===== src/rtl/sram_access_arbiter.sv =====
// Shared 64K x 8 SRAM arbiter: round-robin between CP and Pi single-byte accesses,
// sequencing SETUP / strobe / HOLD / ACK with every output driven from a flop.
module sram_access_arbiter #(
   parameter int ACCESS_CYCLES = 2,
   parameter int ADDR_W        = 16
) (
   input  logic              CLK,
   input  logic              RESET,
   input  logic              cp_req,
   input  logic              cp_we,
   input  logic [ADDR_W-1:0] cp_addr,
   input  logic [7:0]        cp_wdata,
   output logic              cp_ack,
   output logic [7:0]        cp_rdata,
   input  logic              pi_req,
   input  logic              pi_we,
   input  logic [ADDR_W-1:0] pi_addr,
   input  logic [7:0]        pi_wdata,
   output logic              pi_ack,
   output logic [7:0]        pi_rdata,
   output logic [ADDR_W-1:0] RAM_A,
   output logic              RAM_OE_n,
   output logic              RAM_WE_n,
   output logic [7:0]        ram_dout,
   output logic              ram_doe,
   input  logic [7:0]        ram_din,
   output logic              owner,
   output logic              busy
);
   typedef enum logic [2:0] {S_IDLE, S_SETUP, S_ACCESS, S_HOLD, S_ACK} state_t;

   localparam logic [3:0] CNT_LOAD = 4'(ACCESS_CYCLES - 1);

   state_t            state_q, state_d;
   logic [3:0]        cnt_q, cnt_d;
   logic              owner_q, owner_d;
   logic              we_q, we_d;
   logic              last_owner_q, last_owner_d;
   logic              busy_q, busy_d;
   logic [ADDR_W-1:0] ram_a_q, ram_a_d;
   logic [7:0]        ram_dout_q, ram_dout_d;
   logic              ram_doe_q, ram_doe_d;
   logic              oe_n_q, oe_n_d;
   logic              we_n_q, we_n_d;
   logic              cp_ack_q, cp_ack_d;
   logic              pi_ack_q, pi_ack_d;
   logic [7:0]        cp_rdata_q, cp_rdata_d;
   logic [7:0]        pi_rdata_q, pi_rdata_d;
   logic              grant_pi;

   always_comb begin
      state_d      = state_q;
      cnt_d        = cnt_q;
      owner_d      = owner_q;
      we_d         = we_q;
      last_owner_d = last_owner_q;
      busy_d       = busy_q;
      ram_a_d      = ram_a_q;
      ram_dout_d   = ram_dout_q;
      ram_doe_d    = ram_doe_q;
      oe_n_d       = oe_n_q;
      we_n_d       = we_n_q;
      cp_ack_d     = 1'b0;
      pi_ack_d     = 1'b0;
      cp_rdata_d   = cp_rdata_q;
      pi_rdata_d   = pi_rdata_q;
      grant_pi     = 1'b0;
      unique case (state_q)
         S_IDLE: begin
            if (cp_req || pi_req) begin
               // On a tie the side that did not go last wins.
               grant_pi   = pi_req && (!cp_req || !last_owner_q);
               owner_d    = grant_pi;
               we_d       = grant_pi ? pi_we    : cp_we;
               ram_a_d    = grant_pi ? pi_addr  : cp_addr;
               ram_dout_d = grant_pi ? pi_wdata : cp_wdata;
               ram_doe_d  = we_d;
               busy_d     = 1'b1;
               state_d    = S_SETUP;
            end
         end
         S_SETUP: begin
            oe_n_d  = we_q;
            we_n_d  = !we_q;
            cnt_d   = CNT_LOAD;
            state_d = S_ACCESS;
         end
         S_ACCESS: begin
            if (cnt_q == 4'd0) begin
               oe_n_d  = 1'b1;
               we_n_d  = 1'b1;
               state_d = S_HOLD;
               // The read byte is taken on the edge that ends the strobe.
               if (!we_q) begin
                  if (owner_q) pi_rdata_d = ram_din;
                  else         cp_rdata_d = ram_din;
               end
            end else begin
               cnt_d = cnt_q - 4'd1;
            end
         end
         S_HOLD: begin
            ram_doe_d = 1'b0;
            cp_ack_d  = !owner_q;
            pi_ack_d  = owner_q;
            state_d   = S_ACK;
         end
         S_ACK: begin
            last_owner_d = owner_q;
            busy_d       = 1'b0;
            state_d      = S_IDLE;
         end
         default: state_d = S_IDLE;
      endcase
   end

   always_ff @(posedge CLK or posedge RESET) begin
      if (RESET) begin
         state_q      <= S_IDLE;
         cnt_q        <= 4'd0;
         owner_q      <= 1'b0;
         we_q         <= 1'b0;
         last_owner_q <= 1'b1;
         busy_q       <= 1'b0;
         ram_a_q      <= '0;
         ram_dout_q   <= 8'h00;
         ram_doe_q    <= 1'b0;
         oe_n_q       <= 1'b1;
         we_n_q       <= 1'b1;
         cp_ack_q     <= 1'b0;
         pi_ack_q     <= 1'b0;
         cp_rdata_q   <= 8'h00;
         pi_rdata_q   <= 8'h00;
      end else begin
         state_q      <= state_d;
         cnt_q        <= cnt_d;
         owner_q      <= owner_d;
         we_q         <= we_d;
         last_owner_q <= last_owner_d;
         busy_q       <= busy_d;
         ram_a_q      <= ram_a_d;
         ram_dout_q   <= ram_dout_d;
         ram_doe_q    <= ram_doe_d;
         oe_n_q       <= oe_n_d;
         we_n_q       <= we_n_d;
         cp_ack_q     <= cp_ack_d;
         pi_ack_q     <= pi_ack_d;
         cp_rdata_q   <= cp_rdata_d;
         pi_rdata_q   <= pi_rdata_d;
      end
   end

   assign RAM_A    = ram_a_q;
   assign RAM_OE_n = oe_n_q;
   assign RAM_WE_n = we_n_q;
   assign ram_dout = ram_dout_q;
   assign ram_doe  = ram_doe_q;
   assign cp_ack   = cp_ack_q;
   assign pi_ack   = pi_ack_q;
   assign cp_rdata = cp_rdata_q;
   assign pi_rdata = pi_rdata_q;
   assign owner    = owner_q;
   assign busy     = busy_q;

endmodule


===== config.mk =====
export PLATFORM = sky130hd
export DESIGN_NAME = sram_access_arbiter
export DESIGN_NICKNAME = d
export VERILOG_FILES = /design/src/rtl/sram_access_arbiter.sv
export SDC_FILE = /design/constraint.sdc
export NUM_CORES = 1
export LEC_CHECK = 0
export BUFFER_PORTS_ARGS = -buffer_cell sky130_fd_sc_hd__clkbuf_2
export CAP_MARGIN = 20
export CORE_MARGIN = 2
export CORE_UTILIZATION = 45
export DETAILED_ROUTE_END_ITERATION = 7
export PLACE_DENSITY = 0.76
export SYNTH_ARGS = -nofsm -noshare
export SYNTH_HDL_FRONTEND = slang
export SYNTH_SLANG_ARGS = --single-unit

===== constraint.sdc =====
create_clock -name CLK -period 2.19 [get_ports CLK]
set_input_delay 0.219 -clock CLK [delete_from_list [all_inputs] [get_ports CLK]]
set_output_delay 0.219 -clock CLK [all_outputs]
set_load 0.02 [all_outputs]

-- Word level (Yosys, flattened, before mapping)
Index checks and enable logic that the tools add are counted.
- add/sub/neg operators: 1
- bitwise operators: 2
- equal/unequal tests: 7
- muxes and demuxes: 17
- reduce and logical (&&, ||, !) cells: 20
- operators by type and width (kind ; number):
    16-bit 2-to-1 mux ; 1
    3-bit case mux with 4 select lines ; 1
    2-bit AND reduction ; 6
    8-bit 2-to-1 mux ; 1
    1-bit case mux with 2 select lines ; 4
    4-bit case mux with 2 select lines ; 1
    4-bit AND reduction ; 2
    3-bit by 2-bit == test with 1-bit output (second input constant) ; 2
    1-bit 2-to-1 mux ; 6
    3-bit 2-to-1 mux ; 2
    2-bit != test (second input constant) ; 3
    2-bit nonzero test ; 3
    1-bit logical NOT ; 4
    4-bit logical NOT ; 1
    4-bit 2-to-1 mux ; 1
    4-bit by 1-bit subtractor with 4-bit output (second input constant) ; 1
    3-bit by 1-bit == test with 1-bit output (second input constant) ; 1
    3-bit == test (second input constant) ; 1
    3-bit logical NOT ; 1
    1-bit logical OR ; 2
    1-bit inverter ; 2
    1-bit logical AND ; 1
- input bits: 62
- output and inout port bits: 47
- logic and storage cells: 62
- register bits after elaboration: 56

-- Logic depth before layout (Yosys ltp)
Gate-level depths: netlist (run 1).
- depth after elaboration: 6
- mapped depth: 6
- mapped depth without buffers: 5

-- Worst setup path after synthesis (run 1)
OpenSTA, ideal clock, no wires.
- path kind: register to register
- from: register last_owner_q
- to: register ram_a_q[15], in the netlist RAM_A[15]
- cell stages (with the launch flop): 5
- data required time: 2065 ps
- setup slack: 575 ps
- library setup time: 125 ps
- arrival time: 1490 ps
- clock period less this slack: 1615 ps
- path buffers: 1
- cell sequence: dfstp_2 > a21boi_2 > buf_2 > mux2_2 > mux2_2
- word-level cells in the longest chain between the ends: 4
- RTL lines (element ; line ; RTL):
    start: declaration ; 38 ; logic last_owner_q, last_owner_d;
    start signal: assignment ; 139 ; last_owner_q <= last_owner_d;
    1-bit logical NOT ; 72 ; grant_pi = pi_req && (!cp_req || !last_owner_q);
    1-bit logical OR ; 72 ;
    1-bit logical AND ; 72 ;
    16-bit 2-to-1 mux ; 75 ; ram_a_d = grant_pi ? pi_addr : cp_addr;
    end signal: assignment ; 141 ; ram_a_q <= ram_a_d;
    end: declaration ; 40 ; logic [ADDR_W-1:0] ram_a_q, ram_a_d;
No other way between the ends.
A chain may end at the register's enable or synchronous reset.

-- Worst setup path after layout (run 1)
- from: register state_q[2]
- to: register ram_dout_q[4], in the netlist ram_dout[4]
- word-level cells in the longest chain between the ends: 2
- RTL lines (element ; line ; RTL):
    start: declaration ; 34 ; state_t state_q, state_d;
    start signal: assignment ; 135 ; state_q <= state_d;
    3-bit logical NOT ; 68 ; unique case (state_q)
    2-bit AND reduction (no source line) ; -- ;
    end signal: assignment ; 142 ; ram_dout_q <= ram_dout_d;
    end: declaration ; 41 ; logic [7:0] ram_dout_q, ram_dout_d;
No other way between the ends.

==> flow_summary.toml, run 1 <==
[route]
drt_pass1_iterations = 3
wl_per_cell_um = 13.3
drc = 0
vias_per_cell = 4.91
wl_um = 4910
drt_iter0_markers = 85
ant_nets = 0
vias = 1807

[floorplanning]
start_util_pct = 46.7
core_region_area_um2 = 5510
dieArea_um2 = 6340
dieHeight_um = 79.6
num_io_pins = 109
rows = 27
die_x_um = 79.6

[synthesis]
synthSimpleGateAreaFrac_pct = 8.17
syn_nets = 246
avgSynthCellArea_um2 = 14.1
yosysWarnings = 0
netlist_area_um2 = 2570
netlist_instances = 182
synth_top_area_cell = "dfrtp_1"
synth_adder_area_share_pct = 0.973
synth-seq-area-share_pct = 54.6
yosys.area.top_type_share_pct = 51.6
synth-xor-area-share_pct = 0.340
ys_ff_latch = 56
synth.area.top_cells = "dfrtp_1 (52%), mux2_2 (29%), dfstp_2 (3.1%), mux2i_1 (1.6%), buf_4 (1.2%)"
synth_compound_area_share_pct = 2.68
synth_cell_types = 34
synth_top_family_by_area = "multiplexers"
muxShareOfSynthArea_pct = 30.4

[setup_path]
r2r_cells = 4
cp-end-kind = "register"
crit_type = "reg -> reg"
path_max_fanout = 20
r2r-start = "state_q[2]$_DFFE_PP0P_"
start_kind = "register"
r2r_end = "ram_dout[4]$_DFFE_PP0P_"
worstPathRequired_ps = 2380
rrSetupSlack_ps = 470
cp_data_arrival_time_ps = 1920

[sta]
maxSlewHeadroom_pct = 67.3
holdWs_ps = 159
clock_skew_ps = 5.68
tns_ps = 0
rsz0062_at_grt = "no"
min_period_ps = 1720
timing.fmax_ghz = 0.581
fin_crit_sh_pct = 78.7
hold_viol_final = 0
worstMarginPinSlew_ps = 490
slew_viol_final = 0
setup_violations = 0

[cts]
cts.sinks = 56
ctsRootBufferMaster = "clkbuf_8"
cts_tree = "done"
worst_skew_pair.late_latency_ps = 300
path_clk_slew_ps = 100
h-tree-depth = 2
numCtsBuffers = 5
clockBufferDepth = 2

[global_route]
grtUsageTotal_pct = 17.0
grt_pass1_wl_um = 8370
overflow = 0
antenna_found_initial = 0
grt_pass1_vias = 1820
grt_max_degree = 35

[cells_and_area]
final_cells = 368
multi_input_area_um2 = 1100
regArea_um2 = 1410
n_fill_cell = 454
fin_nets = 359
num_antenna_cells = 0
final_layout_size_suffix_gt1_share_pct = 66.9
area_growth_pct = 28.4

[hold_path]
min_path_type = "in -> reg"
min_from = "ram_din[2]"
worstHoldPathCells = 2
hold_end = "cp_rdata[2]$_DFFE_PP0P_"

[placement]
dp_hpwl_um = 3840
place_congestion = 0.719
dp.cells = 359
io_buffers = 108

[pwr]
clkPwrFrac_pct = 12.2
p_sw_share_pct = 39.7
peakVddDrop_v = 0.000688
p_int_w = 0.00285
p_comb_share_pct = 47.6
seqPwrFrac_pct = 40.2
switchingPower_w = 0.00188
leakagePower_nw = 1.63
p_per_area_nw_per_um2 = 1430

[status]
status = "finished, final reports clean"

[flow_run]
drv_cap = 0
## metrics by stage
stage	setup slack [ps]	area, µm²	util [%]	power (W)
global placement	556	3200	58.1	0.00413
floorplan	575	2570	-	0.00350
detailed placement	494	3200	58.1	0.00420
finish	467	3300	60.0	0.00473
global route	328	3300	60.0	0.00506
CTS	455	3300	60.0	0.00479
## synthesized netlist by cell type, drive strengths merged
master  instances
inv             4
a211oi          1
o21ai           1
nor2b           2
a21o            1
a221o           1
nand4b          1
a22oi           1
mux2           66
xnor2           1
nand2           5
nor2            7
dfstp           3
mux2i           4
or3b            2
and2            2
nor3b           3
and3            1
or2             1
nand2b          1
a21oi           4
dfrtp          53
ha              2
nand3           3
nor3            2
a21boi          1
or3             1
buf             8
## registers in the layout, indices dropped and copies added, names as in the netlist, 3 cells and up
name / cells
cnt_q: 4
state_q: 3
ram_dout: 8
RAM_A: 16
pi_rdata: 8
cp_rdata: 8
## power by group through the flow
stage	logic [W]	clock network (W)	registers, W
after CTS	0.00229	0.000596	0.00191
after global routing	0.00243	0.000646	0.00199
final	0.00225	0.000575	0.00190
after global placement	0.00222	0	0.00191
after floorplan	0.00113	0	0.00237
after detailed placement	0.00228	0	0.00192
## worst max-delay path: stages (launching register included)
cell and delay, ps:
dfrtp_1 490, nor3_2 300, and2_1 180, buf_4 260
mux2_2 370
## cell usage in the layout, fill, tap and decap left out, drive strengths merged, types with 2 or more instances in the layout
cell      n
inv       4
nor3      2
dfrtp    53
mux2     66
mux2i     4
nor2      7
clkbuf  115
nor2b     2
nand3     3
and2      2
a21oi     4
nand2     5
dfstp     3
ha        2
or3b      2
nor3b     3
buf       5
## cell families after synthesis
family	count (synthesis)
buffers and inverters	12
multiplexers	70
AO/OA/AOI/OAI	10
adder cells (fa/ha/maj)	2
AND/OR/NAND/NOR	31
flip-flops	56
XOR/XNOR	1
## layer usage
| metal | track usage [%] | share of wire (%) | vias to the layer above |
|---|---|---|---|
| li1 | - | - | 867 |
| met1 | 20.3 | 40 | 891 |
| met2 | 30.5 | 54 | 45 |
| met3 | 3.62 | 4.4 | 4 |
| met4 | 5.17 | 1.2 | 0 |
| met5 | 0 | 0 | - |
## area by class of cell
| cell class | count | share of cell area (%) |
|---|---|---|
| Inverter | 4 | 0.455 |
| Timing Repair Buffer | 114 | 18.2 |
| Clock buffer | 7 | 2.61 |
| Tap cell | 72 | 2.73 |
| Sequential cell | 56 | 42.6 |
| Multi-Input combinational cell | 114 | 33.2 |
| Clock inverter | 1 | 0.265 |
## timing repair
item                      in CTS  in global routing
gates resized for setup        0                  0
hold buffers                   1                  0
buffers inserted               0                  0
hold endpoints to repair      22                  0
## worst max path at each step
stage | startpoint | end | slack [ps] | cells past startpoint
6_report | state_q[2]$_DFFE_PP0P_ | ram_dout[4]$_DFFE_PP0P_ | 470 | 4
5_1_grt | state_q[1]$_DFFE_PP0P_ | cp_rdata[4]$_DFFE_PP0P_ | 330 | 3
4_1_cts | state_q[2]$_DFFE_PP0P_ | RAM_A[9]$_DFFE_PP0P_ | 460 | 4
3_5_place_dp | cnt_q[1]$_DFFE_PP0P_ | cp_rdata[0]$_DFFE_PP0P_ | 490 | 5
3_3_place_gp | cnt_q[0]$_DFFE_PP0P_ | cnt_q[1]$_DFFE_PP0P_ | 560 | 5
2_1_floorplan | last_owner_q$_DFFE_PP1P_ | RAM_A[15]$_DFFE_PP0P_ | 580 | 4
Power figures use the tool's default switching activity.
==> run 2, diff against run 1 <==
CORE_UTILIZATION = 43   (was 45)
clock period = 1.45 ns   (was 2.19 ns; I/O delays follow)
==> run 2 against run 1 <==
The run now ends with negative setup slack left; critical path depth is the same; clock skew up 3.9 ps; total power up 75%; sequential share of layout area shrank 5.3 points; final cell count increased by 6.5%; maximum frequency is 8.6% higher; setup slack got worse by 600 ps; critical endpoint is now RAM_A[8]$_DFFE_PP0P_; largest cell class unchanged; largest power group unchanged.
==> flow_summary.toml, run 2 (synthesis gave the netlist of run 1 again) <==
[route]
ant_nets = 0
wl_per_cell_um = 15.8
drt_iter0_markers = 84
vias_per_cell = 5.01
drt_pass1_iterations = 4
drc = 0
wl_um = 6210
vias = 1964

[setup_path]
cp_data_arrival_time_ps = 1780
cp-end-kind = "register"
worstPathRequired_ps = 1650
path_max_fanout = 7
start_kind = "register"
crit_type = "reg -> reg"

[global_route]
grtUsageTotal_pct = 19.0
grt_max_degree = 57
grt_pass1_vias = 2050
overflow = 0
antenna_found_initial = 0
grt_pass1_wl_um = 9480

[sta]
slew_viol_final = 0
min_period_ps = 1590
fin_crit_sh_pct = 109
maxSlewHeadroom_pct = 77.2
clock_skew_ps = 9.57
hold_viol_final = 0
tns_ps = -3520
rsz0062_at_grt = "yes"
layout_setup_ws_ps = -136
setup_violations = 41
worstMarginPinSlew_ps = 341
timing.fmax_ghz = 0.631

[cells_and_area]
fin_nets = 380
largest_register_ffs = 16
fin_area_um2 = 3770
final_layout_size_suffix_gt1_share_pct = 71.9
mostFrequentLayoutCells = "clkbuf_2 (108), dfrtp_1 (51), mux2_4 (48), mux2_2 (18), buf_4 (17)"
num_antenna_cells = 0
area_growth_pct = 46.7
final_common_cell = "clkbuf_2"
post-route-util_pct = 64.5
final_cells = 392

[placement]
dp.cells = 379
io_buffers = 108
place_congestion = 0.850
dp_hpwl_um = 4340
dpl_cell_area_um2 = 3420

[pwr]
p_per_area_nw_per_um2 = 2200
total_power_w = 0.00829
leakagePower_nw = 1.94
peakVddDrop_v = 0.00112

[cts]
cts.sinks = 56
h-tree-depth = 2
clockBufferDepth = 2
ctsRootBufferMaster = "clkbuf_8"
worst_skew_pair.late_latency_ps = 310
path_clk_slew_ps = 100
cts_tree = "done"
numCtsBuffers = 5

[floorplanning]
die_x_um = 81.3
num_io_pins = 109
rows = 28
start_util_pct = 44.0
dieArea_um2 = 6620
dieHeight_um = 81.3
core_region_area_um2 = 5850

[flow_run]
drv_cap = 0

[status]
violations = "negative setup slack"
status = "finished, violations left"

[hold_path]
min_path_type = "in -> reg"
==> run 2: cell types whose count changed in the layout (fill, tap and decap cells not counted), moves of 2 or more <==
cell     previous run  this run
mux2_4              0        48
dfrtp_1            53        51
buf_12              1         3
inv_1               3         1
dfrtp_2             0         2
buf_6               0         4
buf_4               4        17
mux2_2             66        18
==> run 2: timing repair <==
| action | CTS | global route |
|---|---|---|
| gates cloned | 0 | 1 |
| hold buffers | 1 | 0 |
| resized for setup | 41 | 16 |
| pin swaps | 3 | 3 |
| setup endpoints to repair | 42 | 49 |
| setup buffers | 3 | 0 |
| hold endpoints to repair | 53 | 0 |
==> run 2: worst paths after layout <==
path,slack (ps),endpoint,cells after the start,start
hold / removal,80,cp_rdata[7]$_DFFE_PP0P_,2,ram_din[7]
min in group asynchronous,440,pi_rdata[1]$_DFFE_PP0P_,4,RESET
setup / recovery,-140,RAM_A[8]$_DFFE_PP0P_,4,last_owner_q$_DFFE_PP1P_
max in group asynchronous,710,RAM_WE_n$_DFFE_PP1P_,4,RESET
hold reg to reg,500,busy$_DFFE_PP0P_,1,busy$_DFFE_PP0P_
setup reg to reg,-140,RAM_A[8]$_DFFE_PP0P_,4,last_owner_q$_DFFE_PP1P_
==> run 2: layer usage <==
layer / share of wire (%) / track usage, %
met3: 5.0 / 3.89
met2: 53 / 34.1
met1: 40 / 21.9
met5: 0 / 0
met4: 1.9 / 7.80
==> run 2: critical path, stage by stage, from the launching register on <==
cell	delay [ps]
dfstp_2	400
a21boi_4	280
clkbuf_16	230
mux2_4	300
mux2_2	270
==> run 2: through the flow <==
stage	setup WS (ps)	hold slack, ps
2_1_floorplan	-63.8	224
3_3_place_gp	-84.7	228
3_5_place_dp	-182	239
4_1_cts	-139	80.6
5_1_grt	-240	72.7
6_report	-136	83.8
==> run 2: where the power goes <==
group          switching (W)  leakage [nW]  internal (W)
registers           0.000513         0.657       0.00236
logic                0.00223          1.24       0.00234
clock network       0.000490        0.0428      0.000350
==> run 2: final cells by class <==
cell class,instances,area [µm²]
fillers,451,2080
flip-flops and latches,56,1410
multi-input cells,114,1350
repair buffers,135,823
well taps,75,93.8
clock buffers,7,76.3
inverters,4,18.8
clock inverters,1,8.76
